File: config.mk
export PLATFORM = sky130hd
export DESIGN_NAME = video_native_in_port_flat
export DESIGN_NICKNAME = d
export VERILOG_FILES = /design/src/rtl/video_native_in_port_if.sv /design/src/rtl/video_native_in_port.sv /design/src/flat_wrapper.sv
export SDC_FILE = /design/constraint.sdc
export NUM_CORES = 1
export LEC_CHECK = 0
export ABC_AREA = 1
export ABC_CLOCK_PERIOD_IN_PS = 2600
export CORE_MARGIN = 1
export CORE_UTILIZATION = 48
export DETAILED_ROUTE_END_ITERATION = 8
export PLACE_DENSITY_LB_ADDON = 0.2
export SLEW_MARGIN = 25
export SYNTH_ARGS = -nofsm -noshare
export SYNTH_HDL_FRONTEND = slang
export SYNTH_SLANG_ARGS = --single-unit
File: constraint.sdc
create_clock -name clock -period 2.6 [get_ports clock]
set_clock_uncertainty 0.05 [all_clocks]
set_input_delay 0.78 -clock clock [delete_from_list [all_inputs] [get_ports clock]]
set_output_delay 0.78 -clock clock [all_outputs]
set_load 0.05 [all_outputs]
File: src/rtl/video_native_in_port_if.sv
// ============================================================================
// Interface : video_native_in_port_if
// Raw video timing in, gated pixel stream and alignment pulses out.
// Rev       : 1.0
// ============================================================================
`default_nettype none

interface video_native_in_port_if #(
    parameter int DSIZE = 24
);
    logic             vsync;
    logic             hsync;
    logic             de;
    logic [DSIZE-1:0] idata;

    logic             falign;
    logic             lalign;
    logic             ealign;
    logic             odata_vld;
    logic [DSIZE-1:0] odata;
    logic             sof;
    logic             eol;

    modport slave (
        input  vsync, hsync, de, idata,
        output falign, lalign, ealign, odata_vld, odata, sof, eol
    );

    modport master (
        output vsync, hsync, de, idata,
        input  falign, lalign, ealign, odata_vld, odata, sof, eol
    );
endinterface

`default_nettype wire

File: src/rtl/video_native_in_port.sv
// ============================================================================
// Module : video_native_in_port
// Normalises raw vsync/de, tracks frame/line position and emits a 2-cycle
// delayed pixel stream with alignment and length-error pulses.
// Rev    : 1.0
// ============================================================================
`default_nettype none

module video_native_in_port #(
    parameter int DSIZE  = 24,
    parameter int VS_POL = 1,
    parameter int DE_POL = 1,
    parameter     MODE   = "LINE"
) (
    input  wire logic              clock,
    input  wire logic              rst_n,
    input  wire logic [15:0]       vactive,
    input  wire logic [15:0]       hactive,
    video_native_in_port_if.slave  vid,
    output logic      [15:0]       line_cnt,
    output logic      [15:0]       pix_cnt,
    output logic                   err_hlen,
    output logic                   err_vlen
);

    localparam bit LINE_MODE = (MODE == "LINE");

    typedef enum logic [1:0] {
        WAIT_FRAME = 2'd0,
        ACTIVE     = 2'd1,
        DONE       = 2'd2
    } state_t;

    logic             vs_in;
    logic             de_in;
    logic             unused_hsync;

    logic             s1_vs_q, s1_vs_d;
    logic             s1_de_q, s1_de_d;
    logic [DSIZE-1:0] s1_data_q, s1_data_d;
    logic             s2_vs_q, s2_vs_d;
    logic             s2_de_q, s2_de_d;
    state_t           state_q, state_d;
    logic             falign_q, falign_d;
    logic             lalign_q, lalign_d;
    logic             ealign_q, ealign_d;
    logic             odata_vld_q, odata_vld_d;
    logic [DSIZE-1:0] odata_q, odata_d;
    logic             sof_q, sof_d;
    logic             sof_pend_q, sof_pend_d;
    logic             eol_q, eol_d;
    logic             err_hlen_q, err_hlen_d;
    logic             err_vlen_q, err_vlen_d;
    logic [15:0]      line_cnt_q, line_cnt_d;
    logic [15:0]      pix_cnt_q, pix_cnt_d;

    logic             frame_start;
    logic             line_end;
    logic             in_active;
    logic [15:0]      line_cnt_inc;

    assign vs_in        = (VS_POL != 0) ? vid.vsync : ~vid.vsync;
    assign de_in        = (DE_POL != 0) ? vid.de    : ~vid.de;
    assign unused_hsync = vid.hsync;

    always_comb begin
        frame_start  = s2_vs_q & ~s1_vs_q;
        line_end     = s2_de_q & ~s1_de_q;
        in_active    = (state_q == ACTIVE);
        line_cnt_inc = (line_cnt_q == 16'hFFFF) ? line_cnt_q : line_cnt_q + 16'd1;

        s1_vs_d     = vs_in;
        s1_de_d     = de_in;
        s1_data_d   = vid.idata;
        s2_vs_d     = s1_vs_q;
        s2_de_d     = s1_de_q;
        state_d     = state_q;
        line_cnt_d  = line_cnt_q;
        falign_d    = 1'b0;
        ealign_d    = 1'b0;
        err_hlen_d  = 1'b0;
        lalign_d    = line_end & LINE_MODE;
        odata_vld_d = s1_de_q & in_active;
        odata_d     = s1_data_q;
        // The raw input de closes the line one cycle early, so eol lines up with the last beat.
        eol_d       = s1_de_q & ~de_in & in_active;
        sof_d       = odata_vld_d & sof_pend_q;
        sof_pend_d  = sof_pend_q & ~odata_vld_d;
        err_vlen_d  = line_end & (state_q == DONE);

        pix_cnt_d = pix_cnt_q;
        if (odata_vld_d && pix_cnt_q != 16'hFFFF) begin
            pix_cnt_d = pix_cnt_q + 16'd1;
        end
        if (line_end) begin
            pix_cnt_d = 16'd0;
        end

        // A new frame overrides any line end in the same cycle and drops a partial line.
        if (frame_start) begin
            state_d    = ACTIVE;
            line_cnt_d = 16'd0;
            pix_cnt_d  = 16'd0;
            falign_d   = 1'b1;
            sof_pend_d = 1'b1;
            if (in_active && vactive != 16'd0) begin
                err_vlen_d = 1'b1;
            end
        end else if (line_end && in_active) begin
            line_cnt_d = line_cnt_inc;
            err_hlen_d = (hactive != 16'd0) && (pix_cnt_q != hactive);
            if (vactive != 16'd0 && line_cnt_inc == vactive) begin
                state_d  = DONE;
                ealign_d = 1'b1;
            end
        end
    end

    always_ff @(posedge clock or negedge rst_n) begin
        if (!rst_n) begin
            s1_vs_q     <= 1'b0;
            s1_de_q     <= 1'b0;
            s1_data_q   <= '0;
            s2_vs_q     <= 1'b0;
            s2_de_q     <= 1'b0;
            state_q     <= WAIT_FRAME;
            falign_q    <= 1'b0;
            lalign_q    <= 1'b0;
            ealign_q    <= 1'b0;
            odata_vld_q <= 1'b0;
            odata_q     <= '0;
            sof_q       <= 1'b0;
            sof_pend_q  <= 1'b0;
            eol_q       <= 1'b0;
            err_hlen_q  <= 1'b0;
            err_vlen_q  <= 1'b0;
            line_cnt_q  <= 16'd0;
            pix_cnt_q   <= 16'd0;
        end else begin
            s1_vs_q     <= s1_vs_d;
            s1_de_q     <= s1_de_d;
            s1_data_q   <= s1_data_d;
            s2_vs_q     <= s2_vs_d;
            s2_de_q     <= s2_de_d;
            state_q     <= state_d;
            falign_q    <= falign_d;
            lalign_q    <= lalign_d;
            ealign_q    <= ealign_d;
            odata_vld_q <= odata_vld_d;
            odata_q     <= odata_d;
            sof_q       <= sof_d;
            sof_pend_q  <= sof_pend_d;
            eol_q       <= eol_d;
            err_hlen_q  <= err_hlen_d;
            err_vlen_q  <= err_vlen_d;
            line_cnt_q  <= line_cnt_d;
            pix_cnt_q   <= pix_cnt_d;
        end
    end

    assign vid.falign    = falign_q;
    assign vid.lalign    = lalign_q;
    assign vid.ealign    = ealign_q;
    assign vid.odata_vld = odata_vld_q;
    assign vid.odata     = odata_q;
    assign vid.sof       = sof_q;
    assign vid.eol       = eol_q;
    assign line_cnt      = line_cnt_q;
    assign pix_cnt       = pix_cnt_q;
    assign err_hlen      = err_hlen_q;
    assign err_vlen      = err_vlen_q;

endmodule

`default_nettype wire

File: src/flat_wrapper.sv
// flat-port wrapper written by rule: the top's interface ports become plain ports
module video_native_in_port_flat 
#(
    parameter int DSIZE  = 24,
    parameter int VS_POL = 1,
    parameter int DE_POL = 1,
    parameter     MODE   = "    "
)
  (clock, rst_n, vactive, hactive, line_cnt, pix_cnt, err_hlen, err_vlen, vid_vsync, vid_hsync, vid_de, vid_idata, vid_falign, vid_lalign, vid_ealign, vid_odata_vld, vid_odata, vid_sof, vid_eol);
  video_native_in_port_if #(.DSIZE(DSIZE)) vid_i ();
  input  wire logic clock;
  input  wire logic rst_n;
  input  wire logic [15:0] vactive;
  input  wire logic [15:0] hactive;
  output logic      [15:0] line_cnt;
  output logic      [15:0] pix_cnt;
  output logic err_hlen;
  output logic err_vlen;
  input wire logic [$bits(vid_i.vsync)-1:0] vid_vsync;
  input wire logic [$bits(vid_i.hsync)-1:0] vid_hsync;
  input wire logic [$bits(vid_i.de)-1:0] vid_de;
  input wire logic [$bits(vid_i.idata)-1:0] vid_idata;
  output wire logic [$bits(vid_i.falign)-1:0] vid_falign;
  output wire logic [$bits(vid_i.lalign)-1:0] vid_lalign;
  output wire logic [$bits(vid_i.ealign)-1:0] vid_ealign;
  output wire logic [$bits(vid_i.odata_vld)-1:0] vid_odata_vld;
  output wire logic [$bits(vid_i.odata)-1:0] vid_odata;
  output wire logic [$bits(vid_i.sof)-1:0] vid_sof;
  output wire logic [$bits(vid_i.eol)-1:0] vid_eol;
  assign vid_i.vsync = vid_vsync;
  assign vid_i.hsync = vid_hsync;
  assign vid_i.de = vid_de;
  assign vid_i.idata = vid_idata;
  assign vid_falign = vid_i.falign;
  assign vid_lalign = vid_i.lalign;
  assign vid_ealign = vid_i.ealign;
  assign vid_odata_vld = vid_i.odata_vld;
  assign vid_odata = vid_i.odata;
  assign vid_sof = vid_i.sof;
  assign vid_eol = vid_i.eol;
  video_native_in_port #(.DSIZE(DSIZE), .VS_POL(VS_POL), .DE_POL(DE_POL), .MODE(MODE)) u_core (.clock(clock), .rst_n(rst_n), .vactive(vactive), .hactive(hactive), .vid(vid_i), .line_cnt(line_cnt), .pix_cnt(pix_cnt), .err_hlen(err_hlen), .err_vlen(err_vlen));
endmodule
==> Yosys cells after proc, flatten, opt, wreduce, memory -nomap -nowiden <==
Cells that the tools add are included.
{ "classes": {"muxes": 18, "eq_ne": 6, "reduce_logical": 11, "n_bitwise": 12, "addsub": 2} }
{ "op_table": {"columns": ["op", "n"], "rows": [
  ["$mux W16", 6],
  ["$add A16 B1 Y16 const B", 2],
  ["$reduce_bool A16 Y1", 2],
  ["$eq A16 B16 Y1", 1],
  ["$eq A16 B16 Y1 const B", 1],
  ["$ne A16 B16 Y1", 1],
  ["$ne A16 B16 Y1 const B", 1],
  ["$mux W1", 9],
  ["$and A1 B1 Y1", 8],
  ["$mux W2", 3],
  ["$logic_and A1 B1 Y1", 5],
  ["$not A1 Y1", 4],
  ["$reduce_bool A2 Y1", 2],
  ["$reduce_bool A3 Y1", 1],
  ["$eq A2 B1 Y1 const B", 1],
  ["$eq A2 B2 Y1 const B", 1],
  ["$reduce_and A2 Y1", 1]
]} }
{ "word_totals": {"ff_bits": 94, "output_inout_bits": 64, "input_bits": 61, "elab_cells": 66} }

==> Longest topological paths before layout <==
{ "depth": {"depth_word": 7, "depth_mapped": 15, "depth_no_buf": 15} }

==> Worst setup path before layout <==
OpenSTA, ideal clock, no wires.
{ "synth_path": {"kind": "reg-to-reg", "from": "register u_core.line_cnt_q[1], in the netlist u_core.line_cnt[1]", "to": "register u_core.state_q[0]", "required_time_ns": 2.433, "stages_incl_launch_ff": 16, "setup_ns": 0.117, "n_path_buf": 1, "synth_period_minus_slack_ns": 2.309, "setup_slack_ns": 0.291, "arrival_ns": 2.142, "cell_sequence": "dfrtp_1 -> ha_1 -> nand2_2 -> nor2_2 -> nand2_4 -> nor2_8 -> inv_2 -> buf_6 -> nand3_1 -> nand2_1 -> clkinv_1 -> nand3_2 -> nor2_2 -> nand2_2 -> nor2_4 -> nor2_1"} }
{ "synth_via": {"elab_chain_len": 6, "elab_cells_between_ends": 7, "cone_classes": "1 x add/sub; 2 x eq/ne; 1 x mux; 3 x reduce/logical"} }
{ "synth_lines": {"columns": ["item", "line_no", "source"], "rows": [
  ["start: declaration", "video_native_in_port.sv:54", "logic [15:0] line_cnt_q, line_cnt_d;"],
  ["start signal: assignment", "video_native_in_port.sv:156", "line_cnt_q <= line_cnt_d;"],
  ["$add A16 B1 Y16 / $eq A16 B16 Y1 (equally long branches)", "video_native_in_port.sv:70", "line_cnt_inc = (line_cnt_q == 16'hFFFF) ? line_cnt_q : line_cnt_q + 16'd1;"],
  ["$mux W16 (*)", "video_native_in_port.sv:70", null],
  ["$eq A16 B16 Y1 (*)", "video_native_in_port.sv:112", "if (vactive != 16'd0 && line_cnt_inc == vactive) begin"],
  ["$logic_and A1 B1 Y1 (*)", "video_native_in_port.sv:112", null],
  ["$reduce_bool A2 Y1 (no source line) (*)", null, null],
  ["$reduce_and A2 Y1 (no source line) (*)", null, null],
  ["end signal: assignment", "video_native_in_port.sv:145", "state_q <= state_d;"],
  ["end: declaration", "video_native_in_port.sv:43", "state_t state_q, state_d;"]
]} }
Mark *: on every way between the ends. The rest lies on a longest branch, timed or not.
A chain may end at the register's enable or synchronous reset.

==> Worst setup path in the final report <==
{ "layout_path": {"from": "register u_core.pix_cnt_q[9], in the netlist u_core.pix_cnt[9]", "to": "output port pix_cnt[9]"} }
{ "layout_rtl": {"columns": ["item", "line_no", "source"], "rows": [
  ["start: declaration", "video_native_in_port.sv:55", "logic [15:0] pix_cnt_q, pix_cnt_d;"],
  ["start signal: assignment", "video_native_in_port.sv:157", "pix_cnt_q <= pix_cnt_d;"],
  ["end: declaration", "flat_wrapper.sv:16", "output logic [15:0] pix_cnt;"]
]} }
No word-level cell between the ends.

==> results.cfg <==
[run_status]
status = completed

[synth]
synth_nets = 545
ys_seq_area_share_pct = 54.5
synth_edf_count = 0
syn_inst = 482
synth_top_area_cell = dfrtp_1
synth_area_leaders = dfrtp_1 55%, nand2_1 8.9%, inv_1 5.0%
synth.top_cell.area_share_pct = 54.5
synth_area_mm2 = 0.00431
synthArstFlopShare_pct = 100
yosys_warnings = 0
syn_area_per_cell_um2 = 8.95
yosys_register_bits = 94
synth_cell_types = 42
synth_ff_type = dfrtp_1

[min_path]
hold_class = in -> async

[setup_path]
critPathTopFamily = buffers and inverters
cp.arrival_ps = 1720
endpoint_kind = output pin
cp_cell_sequence = clkdlybuf4s50_1
slowest_delay_ps = 860
worst-path-max-fanout = 6
critPathKind = reg -> out
required_ps = 1770
crit_buf_inv = 1
critPathLaunchType = register
slowest_stage = clkdlybuf4s50_1

[global_routing]
grt.total_usage_pct = 25.0
grt_max_degree = 39
grt_pass1_wl_um = 18300
grt-ovfl-total = 0
grt_pass1_vias = 3597
antenna_found_initial = 0

[clock_tree]
numCtsBuffers = 9
htreeDepth = 3
clk_path_buf_depth = 2
cts_tree = built
clock-sinks = 94
root_buffer = clkbuf_8
cts.reportedPaths.clkPinSlew_ps = 100
clkLatencyLatePin_ps = 360
post_cts_buffers = 0

[final_layout]
seq_area_mm2 = 0.00235
finalNonFillerCells = 729
multi_input_area_mm2 = 0.00169
fillerInstances = 730
layout-drive-gt1-share_pct = 9.50
nNetsFinal = 679
diodes = 0
area_delta_synth_final_pct = 36.8

[sta]
final-hold-violation-count = 0
maxSlewHeadroom_pct = 57.9
setup_viol_count_final = 0
rsz0062_at_grt = no
setup_tns_ps = 0
final_max_slew_viol_count = 0
max_freq_mhz = 392
fin_crit_sh_pct = 98.2
tightest_slew_ps = 627
period_needed_ps = 2550

[route]
drtIter0Drc = 194
ant_nets = 0
vias = 3834
wl_per_cell_um = 15.3
firstDrtPassIters = 4
vias_per_cell = 5.26
drc = 0
wl_um = 11100

[place]
placed_cells = 713
hpwl_um = 8600
portBuffers = 122
place_congestion = 0.896

[floorplan]
ios = 125
core_area_mm2 = 0.00872
design.die.area_mm2 = 0.00937
die_w_um = 96.8
rows = 34
dieHeight_um = 96.8
initial_core_util_pct = 49.5

[flow_run]
cap_violations = 0

[power_and_ir_drop]
peakVddDrop_uv = 417
leakage_nw = 2.65
p_per_area_mw_per_mm2 = 509
-- cells by family (layout without fill, tap and decap cells) --
family	after synthesis	in the layout	synth area share (%)
and+or+nand+nor	245	245	27.4
DFF	94	94	54.5
buffers and inverters	68	207	6.21
AOI/OAI and AO/OA	51	51	6.90
xor gates and xnor gates	21	21	4.26
adders and majority gates	2	2	0.580
other	1	1	0.0869
-- through the flow --
| step | power, mW | setup slack, ps | cell area, µm² | hold WS, ps | util [%] |
|---|---|---|---|---|---|
| floorplan | 1.83 | 291 | 4310 | 281 | - |
| global placement | 2.08 | 209 | 5700 | 282 | 65.4 |
| detailed placement | 2.09 | 161 | 5700 | 285 | 65.4 |
| CTS | 3.04 | 12.2 | 5900 | 211 | 67.7 |
| global route | 3.15 | 3.42 | 5900 | 202 | 67.7 |
| finish | 3.00 | 46.8 | 5900 | 213 | 67.7 |
-- layout by cell type, fill, tap and decap left out, types with 2 or more instances in the layout --
cell type	instances
inv_8	3
o21ai_1	4
o21ai_0	15
nand3_2	2
nand3_1	40
clkdlybuf4s50_1	120
dfrtp_1	94
ha_1	2
nor2_4	3
clkinv_4	2
nand3b_1	2
or2_2	7
a21oi_1	14
nand4_1	14
nand2_2	6
buf_4	8
o211ai_1	2
nor2_2	6
inv_1	57
o22ai_1	8
xor2_1	13
nand2_4	2
nand2_1	102
nor2_1	43
xnor2_1	8
clkbuf_8	9
nor2_8	2
inv_2	3
nor4_1	9
nor3_1	4
-- flip-flops by register name (all words and copies together), names as in the netlist, 2 cells and up --
name / count
u_core.line_cnt: 16
u_core.odata_d: 24
u_core.pix_cnt: 16
u_core.state_q: 2
u_core.vid.odata: 24
-- cell type report --
cell class,count,area share [%]
flip-flops and latches,94,39.8
multi-input cells,320,28.7
repair buffers,130,21.9
inverters,61,3.88
well taps,108,2.29
clock buffers,9,2.10
clock inverters,7,1.27
-- synthesized netlist by cell type (2+ instances only) --
cell type,instances
xor2_1,13
nand3b_1,2
o21ai_1,4
nand3_1,40
nor2_8,2
o22ai_1,8
nand2_4,2
inv_1,57
ha_1,2
nand2_2,6
nand4_1,14
nor2_1,43
o21ai_0,15
dfrtp_1,94
inv_2,3
xnor2_1,8
clkbuf_1,4
nor2_2,6
o211ai_1,2
nor4_1,9
a21oi_1,14
nand2_1,102
nand3_2,2
nor3_1,4
or2_2,7
nor2_4,3
-- worst paths after layout --
path                                    start  cells after the start  slack, ps                   end
max                         u_core.pix_cnt[9]                      1         50            pix_cnt[9]
min                                     rst_n                      1        210   u_core.line_cnt[15]
max reg2reg                u_core.line_cnt[1]                     14        220     u_core.state_q[0]
min reg2reg                u_core.odata_d[10]                      0        300  u_core.vid.odata[10]
max in group asynchronous               rst_n                      2       1680  u_core.vid.odata[15]
min in group clock         u_core.odata_d[10]                      0        300  u_core.vid.odata[10]
-- metal layers --
metal	share of wire, %	track usage, %	up-vias
met5	0	0	-
met4	1.2	6.66	0
met3	7.1	7.30	14
met2	48	39.0	136
met1	44	34.4	1847
li1	-	-	1837
-- where the power goes --
| part | internal [mW] | switching (mW) |
|---|---|---|
| registers | 1.52 | 0.0340 |
| logic | 0.201 | 0.302 |
| clock network | 0.379 | 0.569 |
| total | 2.10 | 0.906 |
-- what timing repair did --
| item | CTS | global route |
|---|---|---|
| hold endpoints to repair | 0 | 0 |
| setup endpoints to repair | 0 | 1 |
| gates resized for setup | 0 | 1 |
| hold buffers | 0 | 0 |
Note: power is estimated with default switching activity, not from simulation.
